File: config.mk
export PLATFORM = sky130hd
export DESIGN_NAME = motor_controller
export DESIGN_NICKNAME = d
export VERILOG_FILES = /design/src/rtl/motor_controller.sv
export SDC_FILE = /design/constraint.sdc
export NUM_CORES = 1
export LEC_CHECK = 0
export BUFFER_PORTS_ARGS = -buffer_cell sky130_fd_sc_hd__buf_2
export CORE_MARGIN = 4
export CORE_UTILIZATION = 45
export DETAILED_ROUTE_END_ITERATION = 7
export GPL_ROUTABILITY_DRIVEN = 0
export PLACE_DENSITY_LB_ADDON = 0.1
export SLEW_MARGIN = 40
export SYNTH_ARGS = -nofsm -noshare
export SYNTH_HDL_FRONTEND = slang
export SYNTH_SLANG_ARGS = --single-unit
File: constraint.sdc
create_clock -name clk -period 5.05 [get_ports clk]
set_clock_uncertainty 0.1 [all_clocks]
set_input_delay 0.2525 -clock clk [delete_from_list [all_inputs] [get_ports clk]]
set_output_delay 0.2525 -clock clk [all_outputs]
set_load 0.01 [all_outputs]
File: src/rtl/motor_controller.sv
// Two-wheel motor controller: debounced steering command, ramped duty targets,
// glitch-free shadowed PWM and H-bridge direction outputs.
module motor_controller #(
    parameter int unsigned HOLD      = 3,
    parameter int unsigned DUTY_FWD  = 200,
    parameter int unsigned DUTY_FAST = 200,
    parameter int unsigned DUTY_SLOW = 60,
    parameter int unsigned RAMP_DIV  = 1000,
    parameter int unsigned RAMP_STEP = 20
) (
    input  logic       clk,
    input  logic       reset,
    input  logic [1:0] state,
    output logic       left_pwm,
    output logic       right_pwm,
    output logic [1:0] left_dir,
    output logic [1:0] right_dir,
    output logic [1:0] mode
);

    localparam int unsigned RUN_W = $clog2(HOLD + 1);
    localparam int unsigned DIV_W = (RAMP_DIV > 1) ? $clog2(RAMP_DIV) : 1;

    typedef enum logic [1:0] {
        ST_IDLE  = 2'b00,
        ST_LEFT  = 2'b01,
        ST_RIGHT = 2'b10,
        ST_FWD   = 2'b11
    } ctrl_e;

    ctrl_e             state_q, state_d;
    logic [1:0]        last_q;
    logic [RUN_W-1:0]  run_q, run_d;
    logic              accept_c;
    logic [DIV_W-1:0]  div_q, div_d;
    logic              tick_c;
    logic [7:0]        pwm_cnt_q, pwm_cnt_d;
    logic              wrap_c;
    logic [7:0]        tgt_l_c, tgt_r_c;
    logic [7:0]        cur_l_q, cur_l_d, cur_r_q, cur_r_d;
    logic [7:0]        act_l_q, act_l_d, act_r_q, act_r_d;
    logic              left_pwm_q, right_pwm_q;
    logic [1:0]        dir_q, dir_d;

    // Move a duty one step toward its target, landing exactly on it when close.
    function automatic logic [7:0] ramp(input logic [7:0] cur, input logic [7:0] tgt);
        logic [8:0] diff;
        ramp = cur;
        if (cur < tgt) begin
            diff = 9'(tgt) - 9'(cur);
            ramp = (diff <= 9'(RAMP_STEP)) ? tgt : cur + 8'(RAMP_STEP);
        end else if (cur > tgt) begin
            diff = 9'(cur) - 9'(tgt);
            ramp = (diff <= 9'(RAMP_STEP)) ? tgt : cur - 8'(RAMP_STEP);
        end
    endfunction

    // Input filter: length of the current run of identical samples, saturating at HOLD.
    always_comb begin
        run_d = run_q;
        if (state != last_q) begin
            run_d = RUN_W'(1);
        end else if (run_q < RUN_W'(HOLD)) begin
            run_d = run_q + RUN_W'(1);
        end
        accept_c = (run_d >= RUN_W'(HOLD));
    end

    // Free-running ramp divider and PWM counter.
    always_comb begin
        tick_c    = (div_q == DIV_W'(RAMP_DIV - 1));
        div_d     = tick_c ? '0 : div_q + DIV_W'(1);
        wrap_c    = (pwm_cnt_q == 8'd254);
        pwm_cnt_d = wrap_c ? 8'd0 : pwm_cnt_q + 8'd1;
    end

    // FSM next state and per-state targets; any state may jump to any other.
    always_comb begin
        state_d = state_q;
        tgt_l_c = 8'd0;
        tgt_r_c = 8'd0;
        dir_d   = 2'b10;
        if (accept_c) begin
            state_d = ctrl_e'(state);
        end
        case (state_d)
            ST_IDLE:  dir_d = 2'b00;
            ST_LEFT:  begin tgt_l_c = 8'(DUTY_SLOW); tgt_r_c = 8'(DUTY_FAST); end
            ST_RIGHT: begin tgt_l_c = 8'(DUTY_FAST); tgt_r_c = 8'(DUTY_SLOW); end
            ST_FWD:   begin tgt_l_c = 8'(DUTY_FWD);  tgt_r_c = 8'(DUTY_FWD);  end
            default:  dir_d = 2'b00;
        endcase
    end

    // Duty ramp and shadowing; entering IDLE zeroes everything at once.
    always_comb begin
        cur_l_d = cur_l_q;
        cur_r_d = cur_r_q;
        act_l_d = act_l_q;
        act_r_d = act_r_q;
        if (state_d == ST_IDLE) begin
            cur_l_d = 8'd0;
            cur_r_d = 8'd0;
            act_l_d = 8'd0;
            act_r_d = 8'd0;
        end else begin
            if (wrap_c) begin
                act_l_d = cur_l_q;
                act_r_d = cur_r_q;
            end
            if (tick_c) begin
                cur_l_d = ramp(cur_l_q, tgt_l_c);
                cur_r_d = ramp(cur_r_q, tgt_r_c);
            end
        end
    end

    // All state and registered outputs.
    always_ff @(posedge clk or negedge reset) begin
        if (!reset) begin
            state_q     <= ST_IDLE;
            last_q      <= 2'b00;
            run_q       <= '0;
            div_q       <= '0;
            pwm_cnt_q   <= 8'd0;
            cur_l_q     <= 8'd0;
            cur_r_q     <= 8'd0;
            act_l_q     <= 8'd0;
            act_r_q     <= 8'd0;
            left_pwm_q  <= 1'b0;
            right_pwm_q <= 1'b0;
            dir_q       <= 2'b00;
        end else begin
            state_q     <= state_d;
            last_q      <= state;
            run_q       <= run_d;
            div_q       <= div_d;
            pwm_cnt_q   <= pwm_cnt_d;
            cur_l_q     <= cur_l_d;
            cur_r_q     <= cur_r_d;
            act_l_q     <= act_l_d;
            act_r_q     <= act_r_d;
            left_pwm_q  <= (pwm_cnt_q < act_l_q);
            right_pwm_q <= (pwm_cnt_q < act_r_q);
            dir_q       <= dir_d;
        end
    end

    assign mode      = state_q;
    assign left_pwm  = left_pwm_q;
    assign right_pwm = right_pwm_q;
    assign left_dir  = dir_q;
    assign right_dir = dir_q;

endmodule

==> flow_metrics.tcl, run 1 <==
set metrics [dict create \
    status "complete, no violations" \
    stdcell_area_mm2 0.00461 \
    syn_inst 500 \
    reg2reg_to "cur_l_q[2]" \
    core_area_mm2 0.00937 \
    synth_ff_type "dfrtp_1" \
    min_path_cells 1 \
    rsz0062_at_grt "false" \
    num_vias 3543 \
    via_per_inst 5.61 \
    worstPathMaxFanout 10 \
    grt_pass1_wl_um 16300 \
    yosysUniqueCellTypes 80 \
    setup_tns_ps 0 \
    slew_headroom 0.531 \
    r2r_slack_ps 910 \
    antenna_found_initial 0 \
    drc_errors 0 \
    clockBufferDepth 2 \
    final_core_util 0.492 \
    clk_pin_slew_worst_paths_ps 100 \
    overflow 0 \
    max_clock_freq_ghz 0.241 \
    leakagePower_nw 1.99 \
    criticalPathCategory "reg2reg" \
    nets 555 \
    grtUsageMet1 0.251 \
    r2r_cells 15 \
    worst_pin_slew_ps 698 \
    peakVddDrop_mv 0.101 \
    grtUsageMet2 0.276 \
    clockRootBuffer "clkbuf_8" \
    synthArstFlopShare 1.00 \
    dp_hpwl_um 7140 \
    synth_area_per_cell_um2 8.78 \
    dpl-instance-area_mm2 0.00451 \
    io_buffers 9 \
    grt_max_degree 53 \
    post-route-period-util 0.820 \
    hold_ws_ps 21.5 \
    grtUsageTotal 0.172 \
    wirelength_um 9460 \
    synth-edff-count 0 \
    multi_input_area_mm2 0.00284 \
    grt_busiest_layer "met2" \
    boundaryPins 12 \
    first_global_vias 3356 \
    synth.yosys.seq_area_share 0.296 \
    fillCellCount 956 \
    cts-buffers-inserted 5 \
    power.density_mw_per_mm2 225 \
    cts-htree-levels 2 \
    drt_pre_antenna_iters 4 \
    max_stage_delay_ps 420 \
    ant_nets 0 \
    cap_viol_max_count 0 \
    syn_area_mm2 0.00439 \
    crit_chain "xor2_1 > o31a_1 > o22ai_4 > inv_2 > nor2_1 > ha_1 > inv_1 > fa_1 > a21o_1 > a21oi_1 > mux2_2 > o211ai_1 > o21a_1 > mux2i_1 > a22o_1" \
    layout-drive-gt1-share 0.0896 \
    die_x_um 107 \
    grtUsageMet3 0.0223 \
    die_h_um 107 \
    hold_viol_final 0 \
    hold-path-endpoint "last_q[0]" \
    power.total_mw 1.04 \
    cts_tree "built" \
    cts.sinks 52 \
    reg2reg_from "last_q[0]" \
    cp.required_ps 5190 \
    hold_class "in2reg" \
    yosys_warnings 0 \
    clk_latency_ps 310 \
    hp-start "state[0]" \
    critPathLaunchType "flop" \
    crit_arrival_ps 4280 \
    slew_viol_final 0 \
    slowest_stage "fa_1" \
    ys_seq_elements 52 \
    startpoint "last_q[0]" \
    dieArea_mm2 0.0114 \
    start_util 0.468 \
    period_minus_slack_ps 4140 \
    end_kind "flop" \
    wl_per_cell_um 15.0 \
    drtIter0Drc 174 \
    fp-row-count 35 \
    setup_violations 0 \
    n_antenna_cell 0 \
    seqCellArea_mm2 0.00130 \
    area_growth_pct 5.10 \
]
flip-flops by register name, indices dropped and copies added, names as in the netlist:
register / count
act_l_q: 7
act_r_q: 6
cur_l_q: 6
cur_r_q: 6
div_q: 10
last_q: 2
left_dir: 1
left_pwm: 1
mode: 2
pwm_cnt_q: 8
right_pwm: 1
run_q: 2
Yosys cell counts (7+ instances only):
| master | n | share of area |
|---|---|---|
| inv_1 | 36 | 0.031 |
| nand2_1 | 52 | 0.044 |
| o21a_1 | 9 | 0.015 |
| a21o_1 | 12 | 0.021 |
| dfrtp_1 | 52 | 0.30 |
| a21oi_1 | 35 | 0.040 |
| o211ai_1 | 13 | 0.022 |
| ha_1 | 48 | 0.14 |
| buf_2 | 7 | 0.0080 |
| nand2b_1 | 10 | 0.014 |
| nor3_1 | 7 | 0.0080 |
| xnor2_1 | 16 | 0.032 |
| xor2_1 | 12 | 0.024 |
| nor2_1 | 38 | 0.032 |
| nand3_1 | 18 | 0.021 |
| o21ai_0 | 20 | 0.023 |
layout make-up:
cell class              instances  share of cell area
clock inverters                 3             0.00569
well taps                     129              0.0350
clock buffers                   5              0.0149
inverters                      38              0.0312
multi-input cells             392               0.616
repair buffers                 12              0.0152
flip-flops and latches         52               0.282
cells in the final DEF, fill, tap and decap left out, types with 3 or more instances in the layout:
cell / netlist / layout
nand2_1: 52 / 52
dfrtp_1: 52 / 52
ha_1: 48 / 48
nor2_1: 38 / 38
inv_1: 36 / 36
a21oi_1: 35 / 35
o21ai_0: 20 / 20
nand3_1: 18 / 18
xnor2_1: 16 / 16
o211ai_1: 13 / 13
xor2_1: 12 / 12
a21o_1: 12 / 12
nand2b_1: 10 / 10
o21a_1: 9 / 9
buf_2: 7 / 9
nor3_1: 7 / 7
nor2b_1: 5 / 5
mux2i_1: 5 / 5
and3_1: 5 / 5
clkbuf_8: 0 / 5
o21ai_1: 4 / 4
a211oi_1: 4 / 4
o22ai_1: 4 / 4
nand4_1: 4 / 4
o31ai_1: 3 / 3
and4_1: 3 / 3
through the flow:
stage | setup slack, ps | cells
final | 908 | 631
after floorplan | 1130 | 501
after global placement | 1100 | 622
after CTS | 884 | 631
after global routing | 563 | 631
after detailed placement | 890 | 622
critical path, delay by kind of cell, from the launching register on:
kind,cells,cell delay [ps]
fa+ha+maj,2,700
xor+xnor,1,180
flops,1,410
mux,2,540
compound gates,7,1520
simple gates,1,390
buf+inv,2,230
worst max path at each step:
stage / slack, ps / cells past startpoint / end
global route: 560 / 15 / cur_l_q[6]
detailed placement: 890 / 16 / cur_l_q[6]
global placement: 1100 / 16 / cur_l_q[3]
CTS: 880 / 15 / cur_l_q[6]
floorplan: 1130 / 16 / cur_r_q[4]
finish: 910 / 15 / cur_l_q[2]
power by group:
part           internal (mW)  switching, mW  leakage [nW]
sequential             0.421        0.00356         0.687
combinational          0.140          0.221          1.26
clock                  0.101          0.153        0.0423
routing by layer:
metal | wire, µm | up-vias
met2 | 4310 | 65
met3 | 276 | 12
met5 | 0 | -
met1 | 4780 | 1686
met4 | 96 | 0
li1 | - | 1780
repair_timing:
| action | 4_1_cts | 5_1_grt |
|---|---|---|
| hold buffers | 1 | 0 |
| endpoints found under the hold margin | 52 | 0 |
| setup buffers | 0 | 0 |
| gates resized for setup | 0 | 0 |
cells by family (layout without fill, tap and decap cells):
kind of cell             after synthesis  count (layout)  synth area share
AND/OR/NAND/NOR                      164             164             0.194
AO/OA/AOI/OAI                        140             140             0.231
buffers and inverters                 57              58            0.0570
flip-flops                            52              52             0.296
adder cells (fa/ha/maj)               50              50             0.146
XOR/XNOR                              28              28            0.0559
multiplexers                           8               8            0.0191
other                                  1               2          0.000854
Power figures use the tool's default switching activity.
==> inputs of run 2 (changes only) <==
- clock period: 5.05 -> 3.5 ns (I/O delays scaled with it)
==> run 2 against run 1 <==
The flow now finishes with violations (negative setup slack). Flip-flop and latch count unchanged. Combinational power increased by 110%. Cell area increased by 15%. Largest cell class unchanged. Maximum frequency increased by 18%. Via count increased by 5.8%. Die area unchanged. Routed wire length increased by 10%. Clock-buffer cell count unchanged. First-iteration DRC count increased by 28%. Sequential power increased by 44%. Non-clock buffer count increased by 43.
==> flow_metrics.tcl, run 2 (synthesis gave the netlist of run 1 again) <==
set metrics [dict create \
    n_antenna_cell 0 \
    grt_max_degree 33 \
    drtIter0Drc 222 \
    reg2reg_from "last_q[0]" \
    cp.required_ps 3640 \
    clk_latency_ps 310 \
    layout-drive-gt1-share 0.253 \
    dieArea_mm2 0.0114 \
    largest_registers "div_q x10, pwm_cnt_q x8, act_l_q x7" \
    grt_pass1_wl_um 16900 \
    worst_pin_slew_ps 664 \
    start_util 0.468 \
    hold_class "in2reg" \
    clk_pin_slew_worst_paths_ps 100 \
    violations "negative setup slack" \
    wirelength_um 10400 \
    critPathLaunchType "flop" \
    final_core_util 0.565 \
    via_per_inst 5.56 \
    wl_per_cell_um 15.4 \
    power.total_mw 1.73 \
    reg2reg_to "cur_l_q[5]" \
    die_x_um 107 \
    clockBufferDepth 2 \
    rsz0062_at_grt "true" \
    stdcell_count 674 \
    grtUsageTotal 0.178 \
    core_area_mm2 0.00937 \
    fp-row-count 35 \
    period_minus_slack_ps 3520 \
    cts_tree "built" \
    leakagePower_nw 2.26 \
    cap_viol_max_count 0 \
    fillCellCount 869 \
    first_global_vias 3566 \
    worstPathMaxFanout 5 \
    min_path_cells 2 \
    largest_register_ffs 10 \
    final.setup.worst_slack_ps -23.9 \
    slew_viol_final 0 \
    status "finished with violations" \
    top_register "div_q" \
    cts.sinks 52 \
    criticalPathCategory "reg2reg" \
    nets 598 \
    io_buffers 9 \
    cts-buffers-inserted 5 \
    boundaryPins 12 \
    peakVddDrop_mv 0.182 \
    end_kind "flop" \
    num_vias 3750 \
    max_clock_freq_ghz 0.284 \
    ant_nets 0 \
    setup_tns_ps -29.6 \
    hp-start "state[0]" \
    drc_errors 0 \
    clockRootBuffer "clkbuf_8" \
    area_growth_pct 20.5 \
    antenna_found_initial 0 \
    hold-path-endpoint "last_q[0]" \
    overflow 0 \
    r2r_slack_ps -20 \
    setup_violations 2 \
    post-route-period-util 1.01 \
    multi_input_area_mm2 0.00317 \
    die_h_um 107 \
    r2r_cells 16 \
    seqCellArea_mm2 0.00130 \
    cts-htree-levels 2 \
    power.density_mw_per_mm2 327 \
    crit_arrival_ps 3660 \
    most-common-layout-cells "52 x nand2_1, 52 x dfrtp_1, 41 x buf_4" \
    dp_hpwl_um 7530 \
    drt_pre_antenna_iters 5 \
    placed_cells 651 \
    slew_headroom 0.554 \
    hold_viol_final 0 \
    startpoint "last_q[0]" \
]
run 2: changes by cell type in the layout (fill, tap and decap cells not counted), sizes merged:
| cell | previous run | this run |
|---|---|---|
| buf | 11 | 53 |
| clkinv | 1 | 0 |
| dlygate4sd3 | 1 | 2 |
| inv | 38 | 39 |
run 2: final cells by class:
cell class              instances  area share
clock buffers                   5      0.0130
clock inverters                 3     0.00497
inverters                      38      0.0288
multi-input cells             392       0.598
flip-flops and latches         52       0.246
well taps                     129      0.0305
repair buffers                 55      0.0785
run 2: worst max-delay path by stage:
stage / end / slack [ps] / depth (start not counted)
after floorplan: cur_l_q[3] / 10 / 16
after global placement: cur_l_q[5] / -30 / 14
after detailed placement: cur_l_q[5] / -90 / 14
after CTS: cur_l_q[2] / -10 / 15
after global routing: cur_l_q[5] / -180 / 17
final: cur_l_q[5] / -20 / 16
run 2: repair_timing:
item	CTS	global route
endpoints found under the hold margin	21	0
endpoints found under the setup margin	12	12
pin swaps	7	30
hold buffers	2	0
buffers inserted	5	8
resized for setup	7	62
run 2: critical path, cell delays in order (launching register included):
cell and delay, ps:
dfrtp_1 420, xor2_2 180, o31a_1 280, o22ai_4 180
inv_4 80, nor2_4 150, ha_4 150, inv_2 40
fa_2 410, a21o_1 180, a21oi_2 160, mux2_4 310
o211ai_1 130, buf_4 210, o21ai_1 100, a311oi_1 240
a21o_1 140
run 2: through the flow:
stage	hold WS, ps	instance area, µm²	setup slack [ps]
finish	46.5	5290	-23.9
global route	62.5	5290	-184
CTS	38.6	4940	-10.4
detailed placement	63.3	4780	-87.3
global placement	64.1	4780	-25.6
floorplan	-221	4440	12.5
run 2: where the power goes:
part           leakage, nW  internal (mW)  switching (mW)  total (mW)
Combinational         1.53          0.360           0.400       0.760
Clock               0.0423          0.146           0.210       0.356
Sequential           0.687          0.607         0.00513       0.612
Total                 2.26           1.11           0.616        1.73
run 2: routing by layer:
| metal | share of wire | up-vias | GRT usage |
|---|---|---|---|
| met5 | 0 | - | 0 |
| met4 | 0.011 | 0 | 0.0411 |
| met3 | 0.030 | 10 | 0.0259 |
| met2 | 0.49 | 64 | 0.301 |
| met1 | 0.47 | 1821 | 0.242 |
| li1 | - | 1855 | - |
